[src/rtl/multi_bbox_tracker.sv]
// Per-channel bounding-box tracker: accumulates min/max/count per detect channel
// over each video frame and periodically queues messages for CPU readout.
module multi_bbox_tracker #(
    parameter int NUM_CH          = 4,
    parameter int IMAGE_W         = 640,
    parameter int IMAGE_H         = 480,
    parameter int COORD_W         = 11,
    parameter int CNT_W           = 19,
    parameter int FIFO_DEPTH      = 64,
    parameter int MSG_INTERVAL    = 6,
    parameter int MIN_PIX_DEFAULT = 16
) (
    input  logic              clk,
    input  logic              reset_n,
    input  logic              in_valid,
    input  logic              in_sop,
    input  logic              in_eop,
    input  logic              in_video,
    input  logic [NUM_CH-1:0] in_detect,
    input  logic              s_chipselect,
    input  logic              s_read,
    input  logic              s_write,
    input  logic [2:0]        s_address,
    input  logic [31:0]       s_writedata,
    output logic [31:0]       s_readdata,
    output logic              frame_done,
    output logic              msg_pending
);
    localparam int AW        = $clog2(FIFO_DEPTH);
    localparam int CH_W      = (NUM_CH > 1) ? $clog2(NUM_CH) : 1;
    localparam int FC_W      = (MSG_INTERVAL > 1) ? $clog2(MSG_INTERVAL) : 1;
    localparam int MSG_WORDS = 3 * NUM_CH;

    localparam logic [2:0] ADDR_STATUS = 3'd0;
    localparam logic [2:0] ADDR_MSG    = 3'd1;
    localparam logic [2:0] ADDR_ID     = 3'd2;
    localparam logic [2:0] ADDR_MINPIX = 3'd3;
    localparam logic [2:0] ADDR_CHEN   = 3'd4;

    typedef logic [COORD_W-1:0] coord_t;
    typedef logic [CNT_W-1:0]   cnt_t;
    typedef enum logic [2:0] {IDLE, SCAN, HDR, TL, BR} state_t;

    localparam coord_t          X_LAST  = coord_t'(IMAGE_W - 1);
    localparam coord_t          Y_LAST  = coord_t'(IMAGE_H - 1);
    localparam logic [CH_W-1:0] CH_LAST = CH_W'(NUM_CH - 1);

    function automatic logic [15:0] sat16(input cnt_t v);
        if (32'(v) > 32'h0000_FFFF) return 16'hFFFF;
        return 16'(v);
    endfunction

    // ---------------- stream coordinate tracking ----------------
    coord_t x, y;
    logic   video, eop_d;
    logic   sop_beat, pix_beat;

    assign sop_beat = in_valid & in_sop;
    assign pix_beat = in_valid & ~in_sop & video;

    // NOTE: sequential state uses non-blocking assignments so every register
    // samples pre-edge values regardless of statement order.
    always_ff @(posedge clk) begin
        if (!reset_n) begin
            x     <= '0;
            y     <= '0;
            video <= 1'b0;
            eop_d <= 1'b0;
        end else begin
            eop_d <= pix_beat & in_eop;
            if (sop_beat) begin
                x     <= '0;
                y     <= '0;
                video <= in_video;
            end else if (pix_beat) begin
                if (x == X_LAST) begin
                    x <= '0;
                    y <= y + coord_t'(1);
                end else begin
                    x <= x + coord_t'(1);
                end
            end
        end
    end

    // ---------------- per-channel accumulators ----------------
    coord_t xmin [NUM_CH];
    coord_t ymin [NUM_CH];
    coord_t xmax [NUM_CH];
    coord_t ymax [NUM_CH];
    cnt_t   cnt  [NUM_CH];

    // Only a video sop clears them, so non-video packets leave them alone.
    always_ff @(posedge clk) begin
        if (!reset_n || (sop_beat && in_video)) begin
            for (int c = 0; c < NUM_CH; c++) begin
                xmin[c] <= X_LAST;
                ymin[c] <= Y_LAST;
                xmax[c] <= '0;
                ymax[c] <= '0;
                cnt[c]  <= '0;
            end
        end else if (pix_beat) begin
            for (int c = 0; c < NUM_CH; c++) begin
                if (in_detect[c]) begin
                    if (x < xmin[c]) xmin[c] <= x;
                    if (y < ymin[c]) ymin[c] <= y;
                    if (x > xmax[c]) xmax[c] <= x;
                    if (y > ymax[c]) ymax[c] <= y;
                    if (cnt[c] != '1) cnt[c] <= cnt[c] + cnt_t'(1);
                end
            end
        end
    end

    // ---------------- snapshot and burst trigger ----------------
    state_t          state, state_nx;
    logic [CH_W-1:0] ch, ch_nx;
    logic [AW:0]     usedw;
    logic [FC_W-1:0] frame_cnt;
    logic            snap_load, fifo_room, trigger, flush;

    coord_t snap_xmin [NUM_CH];
    coord_t snap_ymin [NUM_CH];
    coord_t snap_xmax [NUM_CH];
    coord_t snap_ymax [NUM_CH];
    cnt_t   snap_cnt  [NUM_CH];

    assign snap_load  = eop_d & (state == IDLE);
    assign frame_done = snap_load;
    assign fifo_room  = usedw <= (AW+1)'(FIFO_DEPTH - MSG_WORDS);
    assign trigger    = snap_load & (frame_cnt == '0) & fifo_room;

    always_ff @(posedge clk) begin
        if (!reset_n) begin
            for (int c = 0; c < NUM_CH; c++) begin
                snap_xmin[c] <= '0;
                snap_ymin[c] <= '0;
                snap_xmax[c] <= '0;
                snap_ymax[c] <= '0;
                snap_cnt[c]  <= '0;
            end
            frame_cnt <= '0;
        end else if (snap_load) begin
            snap_xmin <= xmin;
            snap_ymin <= ymin;
            snap_xmax <= xmax;
            snap_ymax <= ymax;
            snap_cnt  <= cnt;
            if (frame_cnt != '0)
                frame_cnt <= frame_cnt - FC_W'(1);
            else if (fifo_room)
                frame_cnt <= FC_W'(MSG_INTERVAL - 1);
        end
    end

    // ---------------- message FSM ----------------
    cnt_t              min_pix;
    logic [NUM_CH-1:0] ch_en;
    logic              fifo_wr;
    logic [31:0]       fifo_wdata;

    always_ff @(posedge clk) begin
        if (!reset_n || flush) begin
            state <= IDLE;
            ch    <= '0;
        end else begin
            state <= state_nx;
            ch    <= ch_nx;
        end
    end

    // NOTE: every output of this block gets a default first, so no path
    // through the case can leave a variable unassigned and infer a latch.
    always_comb begin
        state_nx   = state;
        ch_nx      = ch;
        fifo_wr    = 1'b0;
        fifo_wdata = '0;
        unique case (state)
            IDLE: if (trigger) begin
                state_nx = SCAN;
                ch_nx    = '0;
            end
            SCAN: begin
                if (ch_en[ch] && snap_cnt[ch] >= min_pix) state_nx = HDR;
                else if (ch == CH_LAST)                    state_nx = IDLE;
                else                                       ch_nx    = ch + CH_W'(1);
            end
            HDR: begin
                fifo_wr    = 1'b1;
                fifo_wdata = {8'h42, 8'(ch), sat16(snap_cnt[ch])};
                state_nx   = TL;
            end
            TL: begin
                fifo_wr    = 1'b1;
                fifo_wdata = {16'(snap_xmin[ch]), 16'(snap_ymin[ch])};
                state_nx   = BR;
            end
            BR: begin
                fifo_wr    = 1'b1;
                fifo_wdata = {16'(snap_xmax[ch]), 16'(snap_ymax[ch])};
                if (ch == CH_LAST) begin
                    state_nx = IDLE;
                end else begin
                    state_nx = SCAN;
                    ch_nx    = ch + CH_W'(1);
                end
            end
            default: state_nx = IDLE;
        endcase
    end

    // ---------------- message FIFO (first-word-fall-through) ----------------
    logic [31:0]   mem [FIFO_DEPTH];
    logic [AW-1:0] wr_ptr, rd_ptr;
    logic          push, pop, rd, wr, read_d, rd_first;

    assign rd       = s_chipselect & s_read;
    assign wr       = s_chipselect & s_write;
    assign rd_first = rd & ~read_d;
    assign flush    = wr & (s_address == ADDR_STATUS) & s_writedata[4];
    assign push     = fifo_wr & ~flush;
    assign pop      = rd_first & (s_address == ADDR_MSG) & (usedw != '0) & ~flush;

    // NOTE: the storage array is deliberately not reset; pointers and usedw
    // alone decide which entries are valid.
    always_ff @(posedge clk) begin
        if (push) mem[wr_ptr] <= fifo_wdata;
    end

    always_ff @(posedge clk) begin
        if (!reset_n || flush) begin
            wr_ptr <= '0;
            rd_ptr <= '0;
            usedw  <= '0;
        end else begin
            if (push) wr_ptr <= wr_ptr + AW'(1);
            if (pop)  rd_ptr <= rd_ptr + AW'(1);
            if (push && !pop)      usedw <= usedw + (AW+1)'(1);
            else if (pop && !push) usedw <= usedw - (AW+1)'(1);
        end
    end

    assign msg_pending = (usedw != '0);

    // ---------------- Avalon-MM slave ----------------
    logic [31:0] rdata_mux;
    logic        busy;
    logic        unused_bits;

    assign busy        = (state != IDLE);
    assign unused_bits = &{1'b0, s_writedata};

    always_comb begin
        rdata_mux = '0;
        case (s_address)
            ADDR_STATUS: rdata_mux = {8'b0, 16'(usedw), 7'b0, busy};
            ADDR_MSG:    if (usedw != '0) rdata_mux = mem[rd_ptr];
            ADDR_ID:     rdata_mux = 32'h1234EEE3;
            ADDR_MINPIX: rdata_mux = 32'(min_pix);
            ADDR_CHEN:   rdata_mux = 32'(ch_en);
            default:     rdata_mux = '0;
        endcase
    end

    always_ff @(posedge clk) begin
        if (!reset_n) begin
            min_pix    <= cnt_t'(MIN_PIX_DEFAULT);
            ch_en      <= '1;
            read_d     <= 1'b0;
            s_readdata <= '0;
        end else begin
            read_d <= rd;
            if (wr && s_address == ADDR_MINPIX) min_pix <= s_writedata[CNT_W-1:0];
            if (wr && s_address == ADDR_CHEN)   ch_en   <= s_writedata[NUM_CH-1:0];
            if (rd) s_readdata <= rdata_mux;
        end
    end

endmodule

[config.mk]
export PLATFORM = sky130hd
export DESIGN_NAME = multi_bbox_tracker
export DESIGN_NICKNAME = d
export VERILOG_FILES = /design/src/rtl/multi_bbox_tracker.sv
export SDC_FILE = /design/constraint.sdc
export NUM_CORES = 2
export LEC_CHECK = 0
export BUFFER_PORTS_ARGS = -buffer_cell sky130_fd_sc_hd__buf_2
export CAP_MARGIN = 20
export CORE_MARGIN = 5
export CORE_UTILIZATION = 45
export DETAILED_ROUTE_END_ITERATION = 7
export GPL_TIMING_DRIVEN = 0
export PLACE_DENSITY_LB_ADDON = 0.2
export SLEW_MARGIN = 0
export SYNTH_ARGS = -nofsm -noshare
export SYNTH_HDL_FRONTEND = slang
export SYNTH_SLANG_ARGS = --single-unit
[constraint.sdc]
create_clock -name clk -period 5.35 [get_ports clk]
set_clock_uncertainty 0.15 [all_clocks]
set_input_delay 1.07 -clock clk [delete_from_list [all_inputs] [get_ports clk]]
set_output_delay 1.07 -clock clk [all_outputs]
set_load 0.005 [all_outputs]
* Yosys cells after proc, flatten, opt, wreduce, memory -nomap -nowiden
Memories as Yosys holds them, arrays and structs flattened. A register that Yosys moved wholly into a read port is not among the register bits.
Cells that the tools add are included.
** Word-level totals
- Register bits :: 611
- Memory bits (writable) :: 1984
- Bits of input ports :: 48
- Output and inout bits :: 34
- Word-level logic and storage cells :: 215
- Memories kept :: 1
** Memory list
- mem :: words 64, width 31, rd ports 1, clocked after memory_dff 1, wr ports 1, line 215 : logic [31:0] mem [FIFO_DEPTH];
** Operators by class
- Add/subtract/negate cells :: 12
- $lt $le $gt $ge :: 21
- Equal/unequal tests :: 17
- Mux-type cells :: 43
- Bitwise operators :: 21
- Reductions and logical operators :: 46
** Operators with widths (count)
- one-hot mux 32 bit (5 select lines) :: 1
- two-way mux 11 bit :: 9
- one-hot mux 31 bit (3 select lines) :: 1
- binary-select mux 11 bit (select 2 bit) :: 4
- > comparator 11 bit :: 8
- < comparator 11 bit :: 8
- adder 19 x 1 -> 19 bit (second input constant) :: 4
- != test 19 bit (second input constant) :: 4
- AND reduction 3 bit :: 21
- binary-select mux 19 bit (select 2 bit) :: 1
- two-way mux 19 bit :: 2
- two-way mux 16 bit :: 2
- two-way mux 32 bit :: 1
- adder 11 x 1 -> 11 bit (second input constant) :: 2
- greater-or-equal comparator 19 bit :: 1
- > comparator 19 x 16 -> 1 bit (second input constant) :: 1
- bitwise AND 1 bit :: 16
- two-way mux 3 bit :: 5
- one-hot mux 3 bit (5 select lines) :: 1
- two-way mux 7 bit :: 2
- adder 6 x 1 -> 6 bit (second input constant) :: 2
- == test 3 x 2 -> 1 bit (second input constant) :: 4
- two-way mux 6 bit :: 2
- == test 11 x 10 -> 1 bit (second input constant) :: 1
- 28 further kinds :: 57

* Depth between registers and ports, before layout
- Depth in word-level cells :: 9
- Gate-level depth with buffers :: 15
- Mapped depth without buffers :: 15

* Worst setup path before layout
No wires, ideal clock.
- Path type :: reg2reg
- From :: register ch[0]
- To :: memory mem[0][17] (netlist name) (data pin)
- Setup time :: 0.721 ns
- Data arrival time :: 4.244 ns
- Slack :: 0.235 ns
- Stages on the path, launching flop included :: 7
- Clock period less this slack :: 5.115 ns
- Cells stage by stage :: dfxtp_1 > buf_2 > buf_2 > buf_1 > mux2i_1 > a22o_1 > a211oi_1
** On the way
- Word-level cells in the longest chain between the ends :: 5
** Ends and longest elaborated chain
- start: declaration :: line 118 : logic [CH_W-1:0] ch, ch_nx;
- start signal: assignment :: line 169 : ch <= ch_nx;
- NOT 2 -> 3 bit (not written as such) (*) :: line 197, 202
- binary-select mux 11 bit (select 2 bit) (on tied branches) :: line 202, 197
- two-way mux 11 bit (on tied branches) (2 in a row) :: line 202, 197
- one-hot mux 31 bit (3 select lines) (*) :: line 180 : unique case (state)
- via fifo_wdata[17] :: line 161 : logic [31:0] fifo_wdata;
- end: declaration :: line 215
Mark *: on every way through the listed nets, which the timed path passes. The rest lies on a longest branch. The select of a mux whose other input is x is not followed.

==> summary.md <==
| Metric | Value |
|---|---|
| Endpoint required time on the critical path | 5.95 ns |
| Largest vdd supply drop | 0.0003053 V |
| Nets | 7,588 |
| Netlist area before placement | 100,400 sq um |
| Fraction of synthesis flops using an asynchronous set or reset pin | 0% |
| Fraction of final layout cells with drive strength greater than 1 | 15.41% |
| TritonCTS clock tree | yes |
| Leakage power | 37.86 nW |
| Most instantiated flip-flop cell in the synthesis netlist | sky130_fd_sc_hd__edfxtp_1 |
| Clock latency of the later-clocked register in the worst-skew pair | 0.88 ns |
| Detailed Route Iter0 Violations | 8,059 |
| Non-filler cells, final | 10,530 |
| Clock buffers created by TritonCTS | 234 |
| Global-route wire length before repair | 474,700 um |
| Antenna Nets Post-Route | 0 |
| Die width | 482.3 um |
| Reg clk slew, reported paths | 0.06 ns |
| GRT busiest layer | met2 |
| M2 GR Usage | 45.26% |
| HPWL reported at the end of detailed placement | 244,300 um |
| DRC errors left | 0 |
| Worst setup slack after placement | 0.6013 ns |
| Met3 Use GR | 6.543% |
| FF+latch count, synth | 2,406 |
| Power dissipated by switching net loads | 0.007587 W |
| Average cell area after synthesis | 14.59 sq um |
| Setup violations, final | 0 |
| IO Pins | 82 |
| Clock sink count | 2,406 |
| Hold-fix buffers, CTS | 0 |
| Crit Path Class | reg2reg |
| Detailed-routing iteration count for the pre-antenna-repair pass | 8 |
| Initial core utilization | 45.19% |
| Run status | finished, final reports clean |
| Worst slew margin relative to its limit | 11.37% |
| Fin. Hold Viols | 0 |
| DIE AREA | 232,600 sq um |
| Y dimension of the die | 482.3 um |
| Top area cells in the synthesized netlist | sky130_fd_sc_hd__edfxtp_1, sky130_fd_sc_hd__dfxtp_1, sky130_fd_sc_hd__mux4_2 |
| Resized Gates After CTS | 0 |
| Most area-hungry cell type in the Yosys netlist | sky130_fd_sc_hd__edfxtp_1 |
| Type of the worst min-delay path | in2reg |
| Upper clock frequency limit | 0.1976 GHz |
| Number of global-route vias before repair | 62,130 |
| Count of yosys warnings during synthesis | 0 |
| Routability cong. | 0.9113 |
| Arrival @ worst endpoint | 5.66 ns |
| Sequential share of power | 53.7% |
| Final sum of negative setup slack | 0 ns |
| Sequential share of the synthesized area | 65.87% |
| Placeable core region | 222,100 sq um |
| Part of the power in the clock network | 45.5% |
| Cell seen most often among critical-path stages | sky130_fd_sc_hd__clkbuf_1 |
| Internal Dissipation | 0.02928 W |
| Count of cell types in the netlist | 80 |
| Total wirelength of the detailed-routed design | 343,700 um |
| Synthesized instance count | 6,878 |
| Maximum number of pins on one net before global-route repair | 53 |
| Largest stage delay on the critical path | 1.15 ns |
| Total number of H-tree levels | 4 |
| Number of port buffers | 63 |
| Utilization after layout | 52.38% |
| Category of the worst setup path launch point | register |
| Cell at the root of the clock tree | sky130_fd_sc_hd__clkbuf_16 |
| PwrDens | 316.9 nW/um^2 |
| Clock Tree Buf Depth | 3 |
| Total count of max-transition violations in the final report | 0 |
| Grt met1 use | 38.59% |
| Cell with the most instances after synthesis | sky130_fd_sc_hd__edfxtp_1 |
| Site row count | 173 |
| Final Critical Period | 5.060 ns |
| Area Overhead vs Synth | 15.90% |
| Average wire length per cell after detail routing | 32.64 um |
| Via count normalized by instance count | 6.136 |
| Number of flops mapped to enable cells by yosys | 1,792 |
| Maximum fanout encountered on the critical timing path | 10 |
| Remaining global-route overflow | 0 |
| Max-cap viol count | 0 |
| Antenna violations before repair | 21 |
| Relative contribution of combinational cells to total power | 0.8% |
| All-Layer GR Usage | 29.07% |
| # placed instances | 10,070 |
| Post-synth top cells | sky130_fd_sc_hd__edfxtp_1, sky130_fd_sc_hd__nand2_1, sky130_fd_sc_hd__mux2i_1 |
| Nature of the critical path endpoint | register |
| Share of the clock period used by the worst path | 94.59% |
| Cells along the critical path | nor2b_1, clkbuf_1, clkbuf_1, a22oi_1, a21oi_1, nor4_2, a222oi_1, o31a_1, nor3_1 |
| RSZ-0062 raised after global routing | no |
| Fin worst setup slack | 0.2895 ns |
| DR vias | 64,600 |
| Switching Fraction | 20.58% |
| Cell with the largest stage delay on the worst path | sky130_fd_sc_hd__a222oi_1 |
| Number of post-CTS setup repair buffers | 0 |
| Worst Max-Slew Pin Slew | 1.329 ns |
| Top-area cell type share of the netlist area | 53.62% |
| Fillers | 18,200 |
## metrics by stage
step / hold slack [ns] / instance area [sq um] / power (W)
finish: 0.2892 / 116300 / 0.03686
global route: 0.2800 / 116300 / 0.03782
CTS: 0.2352 / 116200 / 0.03698
detailed placement: 0.2897 / 108400 / 0.02048
global placement: 0.2837 / 104400 / 0.02047
floorplan: 0.2819 / 100400 / 0.02034
## placed cells by master, fill, tap and decap left out, types with 32 or more instances in the layout
master / Yosys / layout
sky130_fd_sc_hd__o21a_1: 45 / 40
sky130_fd_sc_hd__a22o_1: 69 / 69
sky130_fd_sc_hd__buf_6: 39 / 43
sky130_fd_sc_hd__nor2_1: 282 / 216
sky130_fd_sc_hd__buf_8: 12 / 32
sky130_fd_sc_hd__o211ai_1: 130 / 130
sky130_fd_sc_hd__buf_12: 7 / 91
sky130_fd_sc_hd__a22oi_1: 91 / 91
sky130_fd_sc_hd__clkinv_1: 0 / 39
sky130_fd_sc_hd__buf_16: 0 / 41
sky130_fd_sc_hd__nand3_1: 92 / 92
sky130_fd_sc_hd__ha_1: 203 / 203
sky130_fd_sc_hd__edfxtp_1: 1792 / 1792
sky130_fd_sc_hd__nor2_4: 0 / 65
sky130_fd_sc_hd__inv_1: 246 / 246
sky130_fd_sc_hd__nor3_1: 68 / 66
sky130_fd_sc_hd__xor2_1: 53 / 53
sky130_fd_sc_hd__or3_1: 33 / 33
sky130_fd_sc_hd__clkbuf_16: 0 / 236
sky130_fd_sc_hd__clkbuf_1: 239 / 303
sky130_fd_sc_hd__a221oi_1: 68 / 68
sky130_fd_sc_hd__nor2b_1: 38 / 38
sky130_fd_sc_hd__clkinv_2: 0 / 34
sky130_fd_sc_hd__nand4_1: 46 / 46
sky130_fd_sc_hd__o21ai_0: 54 / 54
sky130_fd_sc_hd__buf_2: 60 / 124
sky130_fd_sc_hd__a21oi_1: 211 / 210
sky130_fd_sc_hd__mux2i_1: 625 / 625
sky130_fd_sc_hd__o22ai_1: 66 / 45
sky130_fd_sc_hd__a21boi_0: 215 / 215
sky130_fd_sc_hd__nand2_1: 773 / 773
sky130_fd_sc_hd__mux4_2: 306 / 306
sky130_fd_sc_hd__dfxtp_1: 614 / 614
sky130_fd_sc_hd__buf_4: 31 / 37
## flip-flops by register name (all words and copies together) (netlist names), 4 cells and up, named ones only
| signal | count |
|---|---|
| snap_ymax | 44 |
| wr_ptr | 6 |
| xmax | 44 |
| min_pix | 19 |
| usedw | 7 |
| cnt | 76 |
| xmin | 44 |
| snap_ymin | 44 |
| y | 11 |
| ymax | 44 |
| rd_ptr | 6 |
| snap_cnt | 76 |
| mem | 1792 |
| ch_en | 4 |
| ymin | 44 |
| x | 11 |
| s_readdata | 29 |
| snap_xmax | 44 |
| snap_xmin | 44 |
## path summary, 6_finish.rpt
path	startpoint	endpoint	slack, ns	depth (start not counted)
setup / recovery	register	s_readdata[17]$_SDFFE_PN0N_	0.29	9
hold / removal	s_writedata[12]	min_pix[12]$_SDFFE_PN0P_	0.29	3
setup reg to reg	register	s_readdata[17]$_SDFFE_PN0N_	0.29	9
hold reg to reg	snap_xmin[38]$_SDFFE_PN0P_	snap_xmin[38]$_SDFFE_PN0P_	0.31	2
## layer usage
metal  part of all wire (%)  vias to the layer above
met1                     38                    32700
met2                     45                     3740
met5                  0.045                        -
met4                    6.2                       12
li1                       -                    27230
met3                     10                      916
## logic make-up after synthesis
logic type / Yosys count / share of synthesized area (%)
compound gates: 1146 / 8.213
fa+ha+maj: 204 / 2.551
other cells: 1 / 0.003737
xor+xnor: 84 / 0.7331
flops: 2406 / 65.87
simple gates: 1427 / 6.141
buf+inv: 663 / 3.212
mux: 947 / 13.28
## critical path: cells and delay by family (launching register included)
| family | cells | cell delay [ns] |
|---|---|---|
| buffers and inverters | 2 | 1.41 |
| AO/OA/AOI/OAI | 4 | 2.33 |
| AND/OR/NAND/NOR | 3 | 0.52 |
| flip-flops | 1 | 0.49 |
## final cells by class
cell class / count / area [sq um] / share of cell area [%]
Sequential cell: 2406 / 66100 / 56.83
Multi-Input combinational cell: 3811 / 31910 / 27.43
Clock buffer: 326 / 6485 / 5.575
Tap cell: 2975 / 3722 / 3.200
Timing Repair Buffer: 220 / 3531 / 3.035
Buffer: 417 / 2301 / 1.978
Clock inverter: 117 / 1325 / 1.139
Inverter: 246 / 923.4 / 0.7938
Antenna cell: 10 / 25.02 / 0.02151
## power groups by stage
stage | Combinational, W | Sequential (W) | Clock [W]
after floorplan | 0.000150 | 0.0202 | 0
after global placement | 0.000274 | 0.0202 | 0
after detailed placement | 0.000280 | 0.0202 | 0
after CTS | 0.000281 | 0.0198 | 0.0169
after global routing | 0.000301 | 0.0198 | 0.0177
final | 0.000285 | 0.0198 | 0.0168
(Power assumes the default switching activity.)
